### src/rtl/bcd_add_sequencer.sv
// Two-digit BCD adder that time-shares one 4-bit binary adder for both digit sums and +6 corrections.
// A valid add takes five cycles from an accepted start to done. An invalid digit reports done one cycle after start.
module bcd_add_sequencer (
  input  logic        clk,
  input  logic        reset,
  input  logic        start,
  input  logic [7:0]  a,
  input  logic [7:0]  b,
  input  logic        cin,
  output logic        busy,
  output logic        done,
  output logic        err,
  output logic [11:0] sum
);

  typedef enum logic [2:0] {
    IDLE = 3'd0,
    ADD0 = 3'd1,
    FIX0 = 3'd2,
    ADD1 = 3'd3,
    FIX1 = 3'd4,
    DONE = 3'd5
  } state_t;

  state_t      state;
  logic [7:0]  a_q;
  logic [7:0]  b_q;
  logic        cin_q;
  logic [4:0]  tmp;
  logic        carry;

  logic [3:0]  add_x;
  logic [3:0]  add_y;
  logic        add_c;
  logic [4:0]  raw;
  logic        digits_ok;
  logic        fix_needed;

  // The only adder in the block. The state selects whether it forms a digit sum or applies the +6 correction.
  always_comb begin
    add_x = 4'd0;
    add_y = 4'd0;
    add_c = 1'b0;
    case (state)
      ADD0: begin
        add_x = a_q[3:0];
        add_y = b_q[3:0];
        add_c = cin_q;
      end
      ADD1: begin
        add_x = a_q[7:4];
        add_y = b_q[7:4];
        add_c = carry;
      end
      FIX0, FIX1: begin
        add_x = tmp[3:0];
        add_y = 4'd6;
        add_c = 1'b0;
      end
      default: begin
        add_x = 4'd0;
        add_y = 4'd0;
        add_c = 1'b0;
      end
    endcase
  end

  assign raw        = {1'b0, add_x} + {1'b0, add_y} + {4'd0, add_c};
  assign digits_ok  = (a[3:0] <= 4'd9) && (a[7:4] <= 4'd9) &&
                      (b[3:0] <= 4'd9) && (b[7:4] <= 4'd9);
  assign fix_needed = (tmp > 5'd9);

  always_ff @(posedge clk) begin
    if (reset) begin
      state <= IDLE;
      a_q   <= 8'h00;
      b_q   <= 8'h00;
      cin_q <= 1'b0;
      tmp   <= 5'd0;
      carry <= 1'b0;
      busy  <= 1'b0;
      done  <= 1'b0;
      err   <= 1'b0;
      sum   <= 12'h000;
    end else begin
      case (state)
        IDLE: begin
          done <= 1'b0;
          if (start) begin
            if (digits_ok) begin
              a_q   <= a;
              b_q   <= b;
              cin_q <= cin;
              err   <= 1'b0;
              busy  <= 1'b1;
              state <= ADD0;
            end else begin
              err   <= 1'b1;
              sum   <= 12'h000;
              done  <= 1'b1;
              state <= DONE;
            end
          end
        end

        ADD0: begin
          tmp   <= raw;
          state <= FIX0;
        end

        FIX0: begin
          if (fix_needed) begin
            sum[3:0] <= raw[3:0];
            carry    <= 1'b1;
          end else begin
            sum[3:0] <= tmp[3:0];
            carry    <= 1'b0;
          end
          state <= ADD1;
        end

        ADD1: begin
          tmp   <= raw;
          state <= FIX1;
        end

        // The carry out of the tens digit becomes the hundreds digit.
        FIX1: begin
          if (fix_needed) begin
            sum[7:4]  <= raw[3:0];
            sum[11:8] <= 4'd1;
            carry     <= 1'b1;
          end else begin
            sum[7:4]  <= tmp[3:0];
            sum[11:8] <= 4'd0;
            carry     <= 1'b0;
          end
          busy  <= 1'b0;
          done  <= 1'b1;
          state <= DONE;
        end

        DONE: begin
          done  <= 1'b0;
          state <= IDLE;
        end

        default: begin
          busy  <= 1'b0;
          done  <= 1'b0;
          state <= IDLE;
        end
      endcase
    end
  end

endmodule

### config.mk
export PLATFORM = sky130hd
export DESIGN_NAME = bcd_add_sequencer
export DESIGN_NICKNAME = d
export VERILOG_FILES = /design/src/rtl/bcd_add_sequencer.sv
export SDC_FILE = /design/constraint.sdc
export NUM_CORES = 1
export LEC_CHECK = 0
export CAP_MARGIN = 20
export CORE_ASPECT_RATIO = 0.7
export CORE_MARGIN = 2
export CORE_UTILIZATION = 30
export CTS_BUF_LIST = sky130_fd_sc_hd__clkbuf_8 sky130_fd_sc_hd__clkbuf_16
export DETAILED_ROUTE_END_ITERATION = 8
export DONT_BUFFER_PORTS = 1
export HOLD_SLACK_MARGIN = 0.05
export PLACE_DENSITY_LB_ADDON = 0.3
export SLEW_MARGIN = 10
export SYNTH_ARGS = -nofsm -noshare
export SYNTH_HDL_FRONTEND = slang
export SYNTH_SLANG_ARGS = --single-unit
### constraint.sdc
create_clock -name clk -period 4.5 [get_ports clk]
set_input_delay 0 -clock clk [delete_from_list [all_inputs] [get_ports clk]]
set_output_delay 0 -clock clk [all_outputs]
set_load 0.03 [all_outputs]
==> flow_summary.ini <==
[outcome]
status = finished, final reports clean

[place]
dpl_cell_area_um2 = 2028
gp_routability_congestion = 0.8260
dp_cells = 311
numPortBuffers = 0
dp.final_hpwl_um = 3438

[floorplanning]
fp-row-count = 25
dieArea_um2 = 7467
die_h_um = 72.90
pin_count = 35
core_um2 = 6663
die_w_um = 102.4
initial_core_util = 0.3054

[drt]
avgViaCountPerCell = 5.059
wl_um = 5062
ant_nets = 0
dr.pass1.iters = 4
drtIter0Drc = 103
wl_per_cell_um = 14.84
dr_total_vias = 1725
drcViolationCount = 0

[clock_network]
clk_pin_slew_ps = 70
cts_resized = 0
cts_setup_buffers = 0
clockBufferDepth = 2
hold_buffers = 20
h-tree-depth = 2
cts_root_buf = clkbuf_8
cts.sinks = 38
cts_buffers = 5
clk_latency_ps = 290
cts_tree = yes

[power_and_ir_drop]
finalPower_uw = 836.7
powerDensity_nw_per_um2 = 353.2
leakagePower_uw = 0.0008265
peakVddDrop_mv = 0.1907

[setup_path]
crit_required_ps = 4670
rr_startpoint = state[2]
reg2reg_to = sum[6]
worstSetupPathType = flip-flop to flip-flop
worst-endpoint-arrival_ps = 3250
crit_path_end_kind = flip-flop
reg2reg_slack_ps = 1420
startpoint = state[2]
r2r_cells = 8
critPathMaxFanout = 17
crit_end = sum[6]
start_kind = flip-flop

[global_route]
grt_pass1_wl_um = 8197
grt_remaining_overflow = 0
antenna_found_initial = 0
grtUsageTotal = 0.1436
grt_max_degree = 35
grt_pass1_vias = 1639

[synth]
synthTopCellsByArea = dfxtp_1 (37%), a21oi_1 (5.7%), nand3_1 (4.2%), o21ai_1 (3.4%), mux2_2 (2.8%)
synth-edff-count = 0
seq_area_frac_synth = 0.3739
synth_cell_types = 54
syn_avg_cell_area_um2 = 8.694
yosys.area.top_type = dfxtp_1
synth_top_area_share = 0.3739
yosysWarningCount = 0
ys_ff_latch = 38
async_flop_share = 0
synth_area_um2 = 2034
netlist_instances = 234
dominantRegCellSynth = dfxtp_1

[final_layout]
instances_no_fill = 341
insertedDiodeCount = 0
area_growth_pct = 16.42
layout.nets = 271
drive_gt1_frac = 0.1134
final_cell_area_um2 = 2369
final_core_util = 0.3555

[sta]
finalCritPeriodShare = 0.6848
drv_slew = 0
worst_pin_slew_ps = 869.9
slew_headroom = 0.4193
timing.setup.tns_ps = 0
final_hold_viol_count = 0
finalSetupViolCount = 0
fin_skew_ps = 1.927
min_period_ps = 3082
rsz0062_at_grt = false
max_freq_ghz = 0.3245

[min_path]
hold_path.class = primary input to flip-flop

[run]
maxCapViolCount = 0
[cell type report]
class	count	area, um^2
clock buffers	5	68.82
well taps	94	117.6
clock inverters	3	40.04
flip-flops and latches	38	760.7
fillers	698	4294
multi-input cells	166	1101
inverters	13	48.80
repair buffers	22	231.5
[layer usage]
metal / share of wire / track usage / vias up
li1: - / - / 869
met5: 0 / 0 / -
met1: 0.54 / 0.2194 / 813
met3: 0.055 / 0.04693 / 4
met2: 0.40 / 0.1895 / 39
met4: 0.0071 / 0.03852 / 0
[state kept, by name, indices dropped and copies added (netlist names)]
signal	cells
a_q	8
b_q	8
busy	1
carry	1
cin_q	1
done	1
err	1
state	3
sum	9
tmp	5
[logic make-up after synthesis]
kind of cell | synth area share
AND/OR/NAND/NOR | 0.1777
AO/OA/AOI/OAI | 0.2540
other | 0.001843
multiplexers | 0.05289
adder cells (fa/ha/maj) | 0.03813
XOR/XNOR | 0.008612
buffers and inverters | 0.09287
flip-flops | 0.3739
[cell usage in the layout (no fill, tap or decap), types with 2 or more instances in the layout]
| cell | n |
|---|---|
| a211oi_1 | 5 |
| a211oi_2 | 2 |
| a21oi_1 | 23 |
| a22o_1 | 2 |
| a22oi_1 | 5 |
| and2b_1 | 2 |
| and3_1 | 2 |
| clkbuf_8 | 5 |
| clkinv_2 | 2 |
| conb_1 | 3 |
| dfxtp_1 | 38 |
| dlygate4sd3_1 | 20 |
| fa_1 | 2 |
| ha_1 | 3 |
| inv_1 | 11 |
| inv_2 | 2 |
| mux2_2 | 5 |
| mux2i_1 | 4 |
| nand2_1 | 9 |
| nand3_1 | 17 |
| nor2_1 | 15 |
| nor2b_1 | 2 |
| nor3_1 | 6 |
| o21a_1 | 2 |
| o21ai_0 | 10 |
| o21ai_1 | 14 |
| o22ai_1 | 2 |
| o2bb2ai_1 | 3 |
| o32ai_1 | 4 |
| xnor2_1 | 2 |
[stage by stage]
stage	setup slack, ps	hold slack, ps
6_report	1418	72.85
5_1_grt	1218	80.15
4_1_cts	1463	65.58
3_5_place_dp	1465	74.68
3_3_place_gp	1497	75.17
2_1_floorplan	2136	147.7
[worst min-delay path by stage]
stage                     endpoint  start  cells past startpoint
after floorplan             a_q[0]   a[0]                      2
after global placement         err  reset                      1
after detailed placement  state[2]  reset                      1
after CTS                   sum[2]  reset                      2
after global routing        sum[1]  reset                      2
final                       sum[0]  reset                      2
[where the power goes]
group | internal (uW) | leakage [uW] | switching [uW]
clock | 163 | 0.0000579 | 120
combinational | 65.0 | 0.000460 | 95.8
sequential | 353 | 0.000308 | 39.3
total | 581 | 0.000827 | 255
[synthesized netlist by cell type, types with 2 or more instances]
cell type,n
clkbuf_1,5
a211oi_2,2
buf_6,3
buf_4,7
nor2b_1,2
and3_1,2
o21ai_0,10
ha_1,3
inv_1,11
fa_1,2
xnor2_1,2
inv_2,2
o22ai_1,2
dfxtp_1,38
nor3_1,6
o21ai_1,14
mux2i_1,4
nand2_1,9
nor2_1,15
a22o_1,2
nand3_1,17
mux2_2,5
o2bb2ai_1,3
a22oi_1,5
a21oi_1,23
and2b_1,2
buf_2,3
a211oi_1,5
o32ai_1,4
o21a_1,2
[worst max-delay path, stage by stage (launching register included)]
cell	delay (ps)
dfxtp_1	760
inv_1	270
nor3_4	390
a21oi_1	150
fa_1	470
fa_1	470
xnor2_1	160
mux2i_1	180
o32ai_1	110
Power figures use the tool's default switching activity.
